## src/rtl/fetch_pkg.sv

```systemverilog
// fetch_pkg: shared widths, FSM state encoding and PC alignment helper for the fetch sequencer.
package fetch_pkg;
   localparam int INSTR_W = 32;
   localparam int PC_W = 64;
   localparam logic [1:0] ALIGN_MASK = 2'b11;
   typedef enum logic [1:0] {
      FETCH = 2'd0,
      WAIT  = 2'd1,
      HOLD  = 2'd2,
      FAULT = 2'd3
   } state_t;
   function automatic logic aligned(input logic [PC_W-1:0] pc);
      return (pc[1:0] & ALIGN_MASK) == 2'b00;
   endfunction
endpackage

```

## src/rtl/pc_fetch_sequencer_if.sv

```systemverilog
// pc_fetch_sequencer_if: instruction memory request/response bus between the sequencer and memory.
interface pc_fetch_sequencer_if;
   import fetch_pkg::*;
   logic req_valid;
   logic req_ready;
   logic [PC_W-1:0] addr;
   logic rsp_valid;
   logic [INSTR_W-1:0] rsp_data;
   modport master (output req_valid, addr, input req_ready, rsp_valid, rsp_data);
   modport slave (input req_valid, addr, output req_ready, rsp_valid, rsp_data);
endinterface

```

## src/rtl/fetch_timeout_counter.sv

```systemverilog
// fetch_timeout_counter: saturating 8-bit wait counter flagging expiry at TIMEOUT-1.
module fetch_timeout_counter #(
   parameter int TIMEOUT = 16
) (
   input  logic clk,
   input  logic reset,
   input  logic clear,
   input  logic enable,
   output logic expired
);
   logic [7:0] cnt;
   always_ff @(posedge clk) begin
      if (reset || clear) cnt <= '0;
      else if (enable && cnt != 8'hFF) cnt <= cnt + 8'd1;
   end
   assign expired = cnt == 8'(TIMEOUT - 1);
endmodule

```

## src/rtl/pc_fetch_sequencer.sv

```systemverilog
// pc_fetch_sequencer: owns the architectural PC, fetches the instruction at it and hands it to decode.
module pc_fetch_sequencer
   import fetch_pkg::*;
#(
   parameter logic [PC_W-1:0] RESET_PC = '0,
   parameter int TIMEOUT = 16
) (
   input  logic                 clk,
   input  logic                 reset,
   input  logic [PC_W-1:0]      next_pc,
   input  logic                 commit,
   output logic [PC_W-1:0]      current_pc,
   pc_fetch_sequencer_if.master imem,
   output logic [INSTR_W-1:0]   instruction,
   output logic                 instr_valid,
   output logic                 fetch_fault
);
   state_t state, state_n;
   logic expired;
   fetch_timeout_counter #(.TIMEOUT(TIMEOUT)) u_timeout (
      .clk    (clk),
      .reset  (reset),
      .clear  (state == FETCH && imem.req_ready),
      .enable (state == WAIT && !imem.rsp_valid),
      .expired(expired)
   );
   always_ff @(posedge clk) begin
      if (reset) begin
         state <= FETCH;
         current_pc <= RESET_PC;
         instruction <= '0;
      end else begin
         state <= state_n;
         if (state == WAIT && imem.rsp_valid) instruction <= imem.rsp_data;
         // a misaligned target is still loaded so the bad PC is visible in FAULT
         if (state == HOLD && commit) current_pc <= next_pc;
      end
   end
   always_comb begin
      state_n = state;
      case (state)
         FETCH:   state_n = imem.req_ready ? WAIT : FETCH;
         WAIT:    state_n = imem.rsp_valid ? HOLD : (expired ? FAULT : WAIT);
         HOLD:    state_n = commit ? (aligned(next_pc) ? FETCH : FAULT) : HOLD;
         default: state_n = FAULT;
      endcase
   end
   assign imem.req_valid = state == FETCH;
   assign imem.addr = current_pc;
   assign instr_valid = state == HOLD;
   assign fetch_fault = state == FAULT;
endmodule
```

## src/flat_wrapper.sv

```systemverilog
// flat-port wrapper written by rule: the top's interface ports become plain ports
module pc_fetch_sequencer_flat import fetch_pkg::*;
#(
   parameter logic [PC_W-1:0] RESET_PC = '0,
   parameter int TIMEOUT = 16
)
  (clk, reset, next_pc, commit, current_pc, instruction, instr_valid, fetch_fault, imem_req_valid, imem_addr, imem_req_ready, imem_rsp_valid, imem_rsp_data);
  pc_fetch_sequencer_if imem_i ();
  input  logic clk;
  input  logic reset;
  input  logic [PC_W-1:0] next_pc;
  input  logic commit;
  output logic [PC_W-1:0] current_pc;
  output logic [INSTR_W-1:0] instruction;
  output logic instr_valid;
  output logic fetch_fault;
  output wire logic [$bits(imem_i.req_valid)-1:0] imem_req_valid;
  output wire logic [$bits(imem_i.addr)-1:0] imem_addr;
  input wire logic [$bits(imem_i.req_ready)-1:0] imem_req_ready;
  input wire logic [$bits(imem_i.rsp_valid)-1:0] imem_rsp_valid;
  input wire logic [$bits(imem_i.rsp_data)-1:0] imem_rsp_data;
  assign imem_req_valid = imem_i.req_valid;
  assign imem_addr = imem_i.addr;
  assign imem_i.req_ready = imem_req_ready;
  assign imem_i.rsp_valid = imem_rsp_valid;
  assign imem_i.rsp_data = imem_rsp_data;
  pc_fetch_sequencer #(.RESET_PC(RESET_PC), .TIMEOUT(TIMEOUT)) u_core (.clk(clk), .reset(reset), .next_pc(next_pc), .commit(commit), .current_pc(current_pc), .imem(imem_i), .instruction(instruction), .instr_valid(instr_valid), .fetch_fault(fetch_fault));
endmodule
```

## config.mk

```make
export PLATFORM = sky130hd
export DESIGN_NAME = pc_fetch_sequencer_flat
export DESIGN_NICKNAME = d
export VERILOG_FILES = /design/src/rtl/fetch_pkg.sv /design/src/rtl/pc_fetch_sequencer_if.sv /design/src/rtl/fetch_timeout_counter.sv /design/src/rtl/pc_fetch_sequencer.sv /design/src/flat_wrapper.sv
export SDC_FILE = /design/constraint.sdc
export NUM_CORES = 1
export LEC_CHECK = 0
export ABC_AREA = 1
export BUFFER_PORTS_ARGS = -buffer_cell sky130_fd_sc_hd__buf_2
export CAP_MARGIN = 20
export CORE_ASPECT_RATIO = 0.9
export CORE_MARGIN = 2
export CORE_UTILIZATION = 47
export DETAILED_ROUTE_END_ITERATION = 16
export PLACE_DENSITY = 0.93
export SLEW_MARGIN = 25
export SYNTH_ARGS = -nofsm -noshare
export SYNTH_HDL_FRONTEND = slang
export SYNTH_SLANG_ARGS = --single-unit
export TNS_END_PERCENT = 100
```

## constraint.sdc

```tcl
create_clock -name clk -period 2 [get_ports clk]
set_clock_uncertainty 0.1 [all_clocks]
set_input_delay 0.4 -clock clk [delete_from_list [all_inputs] [get_ports clk]]
set_output_delay 0.4 -clock clk [all_outputs]
set_load 0.05 [all_outputs]
```

Yosys cells after proc, flatten, opt, wreduce, memory -nomap -nowiden. Index checks and enable logic that the tools add are counted.

Input bits: 101. Flip-flop bits (word level): 106. Output and inout bits: 163.

Reduce and logical (&&, ||, !) cells: 9. Muxes and demuxes: 6. Equality and inequality tests: 5. $add $sub $neg: 1.

Operators with widths (count): $add A8 B1 Y8 const B (1); $eq A8 B4 Y1 const B (1); $mux W2 (4); $ne A8 B8 Y1 const B (1); $pmux W2 S3 (1); $logic_and A1 B1 Y1 (5); $eq A2 B2 Y1 const B (2); $logic_not A2 Y1 (2); $eq A2 B1 Y1 const B (1); $logic_not A1 Y1 (1); $logic_or A1 B1 Y1 (1); $mux W1 (1).

Depth between registers and ports, before layout. Gate-level depths: netlist (run 1).

Depth in word-level cells: 4. Gate-level depth with buffers: 9. Mapped depth without buffers: 8.

By module. A second synthesis (run 1) with hierarchy kept.

Cell total of the unflattened synthesis: 591. Area, all modules: 5141.2 µm².

Modules (own cells, without submodules): pc_fetch_sequencer (sequential area each 1961.9 µm², area each 4655.7 µm², cells each 519, instances 1); fetch_timeout_counter (sequential area each 160.2 µm², area each 485.5 µm², cells each 72, instances 1).

Least setup slack after synthesis (run 1). OpenSTA, ideal clock, no wires.

Path kind: reg2out. Start point: register u_core.state[1]. End point: output imem_req_valid. Stages on the path, launching flop included: 3. Arrival time: 1.096 ns. Path slack: 0.404 ns. Buffers on the path: 1. Cell sequence: dfxtp_1 > buf_4 > nor2_1.

Word-level cells in the longest chain between the ends: 1.

RTL lines: start, declared (line pc_fetch_sequencer.sv:18) `state_t state, state_n;`; start signal, assigned (line pc_fetch_sequencer.sv:33) `state <= state_n;`; $logic_not A2 Y1 (line pc_fetch_sequencer.sv:48) `assign imem.req_valid = state == FETCH;`; end, declared (line flat_wrapper.sv:17) `output wire logic [$bits(imem_i.req_valid)-1:0] imem_req_valid;`.

No other way between the ends.

Final worst setup path (run 1).
Start point: register u_core.state[1]. End point: output instr_valid.

Word-level cells in the longest chain between the ends: 1.

RTL lines: $eq A2 B2 Y1 (line pc_fetch_sequencer.sv:50) `assign instr_valid = state == HOLD;`; end, declared (line flat_wrapper.sv:15) `output logic instr_valid;`.

No other way between the ends.

==> results of run 1 <==
## power breakdown
part	switching [mW]	internal, mW
logic	0.545	0.201
clock network	0.747	0.591
registers	0.0441	2.17
total	1.34	2.96
## per-stage QoR
stage | cell area (um2) | hold WS, ps | power, mW | setup WS, ps | utilization (%)
2_1_floorplan | 4425 | 374.2 | 2.815 | 404.0 | -
3_3_place_gp | 5346 | 346.1 | 3.002 | 485.7 | 58.59
3_5_place_dp | 5346 | 350.1 | 3.011 | 450.6 | 58.59
4_1_cts | 5545 | 160.8 | 4.333 | 165.4 | 60.77
5_1_grt | 5545 | 166.0 | 4.471 | 108.7 | 60.77
6_report | 5545 | 173.8 | 4.300 | 189.4 | 60.77
## synth_stat cells (all sizes together)
| cell type | instances |
|---|---|
| inv | 17 |
| o21ai | 3 |
| a21oi | 103 |
| nor3b | 1 |
| nand4 | 1 |
| nand3 | 38 |
| buf | 84 |
| nor2 | 22 |
| dfxtp | 106 |
| nor3 | 2 |
| a31oi | 1 |
| nand2 | 188 |
| ha | 1 |
| clkbuf | 15 |
| o21bai | 2 |
## cell type report
| type | instances | area (um2) |
|---|---|---|
| clock buffer | 9 | 123.9 |
| inverter | 17 | 63.81 |
| sequential | 106 | 2122 |
| multi-input combinational | 362 | 1587 |
| timing repair buffer | 270 | 1421 |
| fill | 849 | 3580 |
| clock inverter | 7 | 75.07 |
| tap | 122 | 152.6 |
## cell families after synthesis
kind of cell / synth area share [%]
AO/OA/AOI/OAI: 12.47
adder cells (fa/ha/maj): 0.2827
buffers and inverters: 16.31
flip-flops: 47.95
AND/OR/NAND/NOR: 22.99
## final timing paths
kind,startpoint,end,cells after the start
worst max-delay path,u_core.state[1],instr_valid,3
worst min-delay path,next_pc[44],u_core.current_pc[44],3
worst min register to register,u_core.instruction[29],u_core.instruction[29],2
worst max register to register,u_core.u_timeout.cnt[1],u_core.u_timeout.cnt[0],8
## worst max-delay path, cell delays in order (launching register included)
cell	delay [ps]
dfxtp_1	510
nand2_2	120
inv_1	70
buf_2	260
## layer usage
| layer | vias to the layer above | track usage (%) |
|---|---|---|
| met5 | - | 0 |
| met4 | 0 | 6.140 |
| met3 | 11 | 5.687 |
| met2 | 177 | 38.14 |
| met1 | 1940 | 25.31 |
| li1 | 2171 | - |
## registers in the layout, indices dropped and copies added, names as in the netlist
signal,cells
u_core.instruction,32
u_core.current_pc,64
u_core.state,2
u_core.u_timeout.cnt,8
==> flow_summary.toml, run 1 <==
[global_route]
overflow = 0
grt_pass1_vias = 3744
grt_pass1_wl_mm = 17.53
antenna_found_initial = 0
grt_max_degree = 99
grt_usage_pct = 21.30

[cts]
numCtsBuffers = 9
clockRootBuffer = "clkbuf_8"
clk_latency_ps = 360
ctsResizeCount = 0
cts.htree.levels = 3
hold_buffers = 0
clk_pin_slew_ps = 110
cts_buffer_depth = 2
cts_tree = "built"
clock-sinks = 106
cts_setup_buffers = 0

[drt]
vias_per_cell = 4.814
dr_wl_met3_um = 921
drtPass1Iterations = 4
drt_iter0_drc = 171
ant_nets = 0
via_count = 4299
wl_met2_mm = 5.737
drcViolationCount = 0
top_layer_used = "met4"
wl_mm = 11.60
drt-met1-wl_mm = 4.770
wire_per_inst_um = 12.99

[floorplanning]
die_area_um2 = 10210
die_h_um = 96.06
rows = 33
core-area_um2 = 9125
initial_utilization_pct = 48.50
die_width_um = 106.3
io_pins = 264

[cells_and_area]
final_common_cell = "buf_2"
n_antenna_cell = 0
stdcell_count = 893
layout_common_cells = "262 x buf_2, 187 x nand2_1, 106 x dfxtp_1, 103 x a21oi_1, 38 x nand3_1"
areaGrowthSynthToFinish_pct = 25.30
fin_nets = 868
drive_above_1_share_pct = 38.00

[worst_setup_path]
cp-start-kind = "flop"
cp-end-kind = "output port"
cp_max_fo = 7
arrival_ps = 1310
r2r_slack_ps = 410
path_class = "reg2out"
cp.required_ps = 1500

[synthesis]
syn_nets = 686
synthTopCellsByArea = "dfxtp_1 48%, nand2_1 16%, buf_4 12%"
synthCells = 584
syn-cell-area_um2 = 4425
yosysTopAreaCellShare_pct = 47.95
synth_area_leader_cell = "dfxtp_1"
seq_area_frac_synth_pct = 47.95
synth-seq-cells = 106
postSynthAreaPerCell_um2 = 7.578
ys_types = 21
yosys_warnings = 0

[timing]
finalHoldViolCount = 0
max_freq_ghz = 0.5523
period_needed_ps = 1811
setup_tns_ps = 0
fin_crit_sh_pct = 90.53
rsz0062_at_grt = "no"
tightest_slew_ps = 422.2
finalSetupViolCount = 0
relSlewSlack_pct = 71.86
drv_slew = 0

[placed_design]
gp_congestion = 0.8775
dp.cells = 877
hpwl_mm = 8.274
io_buffers = 263

[power]
p_per_area_nw_per_um2 = 775.5
vdd_drop_max_v = 0.0005012
power_leakage_nw = 2.699

[min_path]
worstHoldPathType = "in2reg"

[flow_run]
maxCapViolCount = 0

[status]
status = "finished, final reports clean"
(Power assumes the default switching activity.)
==> run 2, diff against run 1 <==
--- a/config.mk
+++ b/config.mk
@@ -8,11 +8,14 @@
 export ABC_AREA = 1
 export BUFFER_PORTS_ARGS = -buffer_cell sky130_fd_sc_hd__buf_2
 export CAP_MARGIN = 20
+export CELL_PAD_IN_SITES_DETAIL_PLACEMENT = 1
+export CELL_PAD_IN_SITES_GLOBAL_PLACEMENT = 1
 export CORE_ASPECT_RATIO = 0.9
 export CORE_MARGIN = 2
-export CORE_UTILIZATION = 47
+export CORE_UTILIZATION = 31
+export CTS_CLUSTER_SIZE = 16
 export DETAILED_ROUTE_END_ITERATION = 16
-export PLACE_DENSITY = 0.93
+export PLACE_DENSITY = 0.91
 export SLEW_MARGIN = 25
 export SYNTH_ARGS = -nofsm -noshare
 export SYNTH_HDL_FRONTEND = slang
==> run 2 against run 1 <==
Global-route usage is 3.3 points lower; utilization is 20 points lower; sequential cell count stayed put; fmax is 0.32% higher; highest routed layer unchanged.
==> flow_summary.toml, run 2 (synthesis gave the netlist of run 1 again) <==
[cells_and_area]
top_regs = "u_core.current_pc (64), u_core.instruction (32), u_core.u_timeout.cnt (8)"
layout_common_cells = "262 x buf_2, 187 x nand2_1, 106 x dfxtp_1, 103 x a21oi_1, 38 x nand3_1"
largest_reg_flops = 64
fin_nets = 870
final_common_cell = "buf_2"
drive_above_1_share_pct = 37.90
areaGrowthSynthToFinish_pct = 29.01
n_antenna_cell = 0
final_cell_area_um2 = 5709
top_register = "u_core.current_pc"
stdcell_count = 966

[timing]
finalHoldViolCount = 0
rsz0062_at_grt = "no"
fin_crit_sh_pct = 90.25
finalSetupViolCount = 0
drv_slew = 0
tightest_slew_ps = 664.4
setup_tns_ps = 0
relSlewSlack_pct = 55.70
whs_ps = 200.1
period_needed_ps = 1805
max_freq_ghz = 0.5540

[worst_setup_path]
worstRegToRegCells = 7
cp-end-kind = "output port"
crit_buf_inv = 2
arrival_ps = 1300
path_class = "reg2out"
crit_path_end = "instr_valid"
cp-start-kind = "flop"
r2r_end = "u_core.current_pc[51]"
cp_cell_sequence = "nand2_2, inv_1, buf_2"
crit_slowest_cell = "dfxtp_1"
rr_startpoint = "u_core.state[0]"
crit_start = "u_core.state[1]"
cp.required_ps = 1500
crit_family = "flip-flops"
r2r_slack_ps = 250
cp_max_fo = 7
path_depth = 3
critPathMaxStageDelay_ps = 510

[cts]
cts.htree.levels = 3
clk_latency_ps = 340
clk_pin_slew_ps = 70
cts_setup_buffers = 0
hold_buffers = 0
cts_tree = "built"
ctsResizeCount = 0
cts_buffer_depth = 2
clock-sinks = 106
clockRootBuffer = "clkbuf_16"
numCtsBuffers = 9

[floorplanning]
rows = 41
core-area_um2 = 14000
initial_utilization_pct = 31.60
io_pins = 264
die_h_um = 117.4
die_area_um2 = 15250
die_width_um = 129.9

[drt]
via_count = 4390
vias_per_cell = 4.545
ant_nets = 0
drt_iter0_drc = 189
drtPass1Iterations = 4
wl_mm = 14.02
drcViolationCount = 0
wire_per_inst_um = 14.52

[global_route]
antenna_found_initial = 0
overflow = 0
grt_pass1_wl_mm = 21.82
grt_usage_pct = 18.01
grt_max_degree = 79
grt_pass1_vias = 4344

[flow_run]
maxCapViolCount = 0

[placed_design]
hpwl_mm = 10.43
dp.cells = 950
gp_congestion = 0.7835
io_buffers = 263
place_area_um2 = 5413

[power]
vdd_drop_max_v = 0.0004223
power_leakage_nw = 2.731
p_per_area_nw_per_um2 = 835.3

[min_path]
worstHoldPathType = "in2reg"

[status]
status = "finished, final reports clean"
[run 2: where the power goes]
| part | internal, mW | switching (mW) |
|---|---|---|
| clock network | 0.982 | 0.812 |
| logic | 0.200 | 0.557 |
| registers | 2.17 | 0.0458 |
| total | 3.35 | 1.42 |
[run 2: area by class of cell]
cell class / count / area (um2)
Inverter: 17 / 63.81
Multi-Input combinational cell: 362 / 1587
Sequential cell: 106 / 2122
Clock buffer: 11 / 232.7
Timing Repair Buffer: 272 / 1399
Tap cell: 193 / 241.5
Clock inverter: 5 / 63.81
Fill cell: 1826 / 8295
[run 2: per-stage QoR]
step / power (mW) / utilization, % / setup slack [ps]
6_report: 4.769 / 40.77 / 195.1
3_5_place_dp: 3.031 / 38.65 / 243.6
5_1_grt: 4.982 / 40.77 / 104.7
3_3_place_gp: 3.017 / 38.65 / 336.1
2_1_floorplan: 2.815 / - / 404.0
4_1_cts: 4.845 / 40.77 / 165.0
[run 2: worst min-delay path, delay by kind of cell]
kind            cells  cell delay (ps)
compound gates      1               50
buf+inv             1              100
simple gates        1               50
[run 2: per-layer routing]
| metal | share of wire, % | up-vias | track usage (%) |
|---|---|---|---|
| met5 | 0 | - | 0 |
| met4 | 1.2 | 0 | 4.772 |
| met3 | 7.3 | 13 | 5.566 |
| met2 | 51 | 168 | 32.53 |
| met1 | 41 | 2036 | 20.22 |
| li1 | - | 2173 | - |
[run 2: worst min-delay path by stage]
| stage | start | endpoint | slack (ps) | cells after the start |
|---|---|---|---|---|
| 5_1_grt | next_pc[21] | u_core.current_pc[21] | 190 | 3 |
| 2_1_floorplan | u_core.u_timeout.cnt[1] | u_core.u_timeout.cnt[1] | 370 | 2 |
| 6_report | next_pc[24] | u_core.current_pc[24] | 200 | 3 |
| 4_1_cts | next_pc[61] | u_core.current_pc[61] | 180 | 3 |
| 3_3_place_gp | u_core.instruction[6] | u_core.instruction[6] | 340 | 2 |
| 3_5_place_dp | u_core.instruction[8] | u_core.instruction[8] | 350 | 2 |
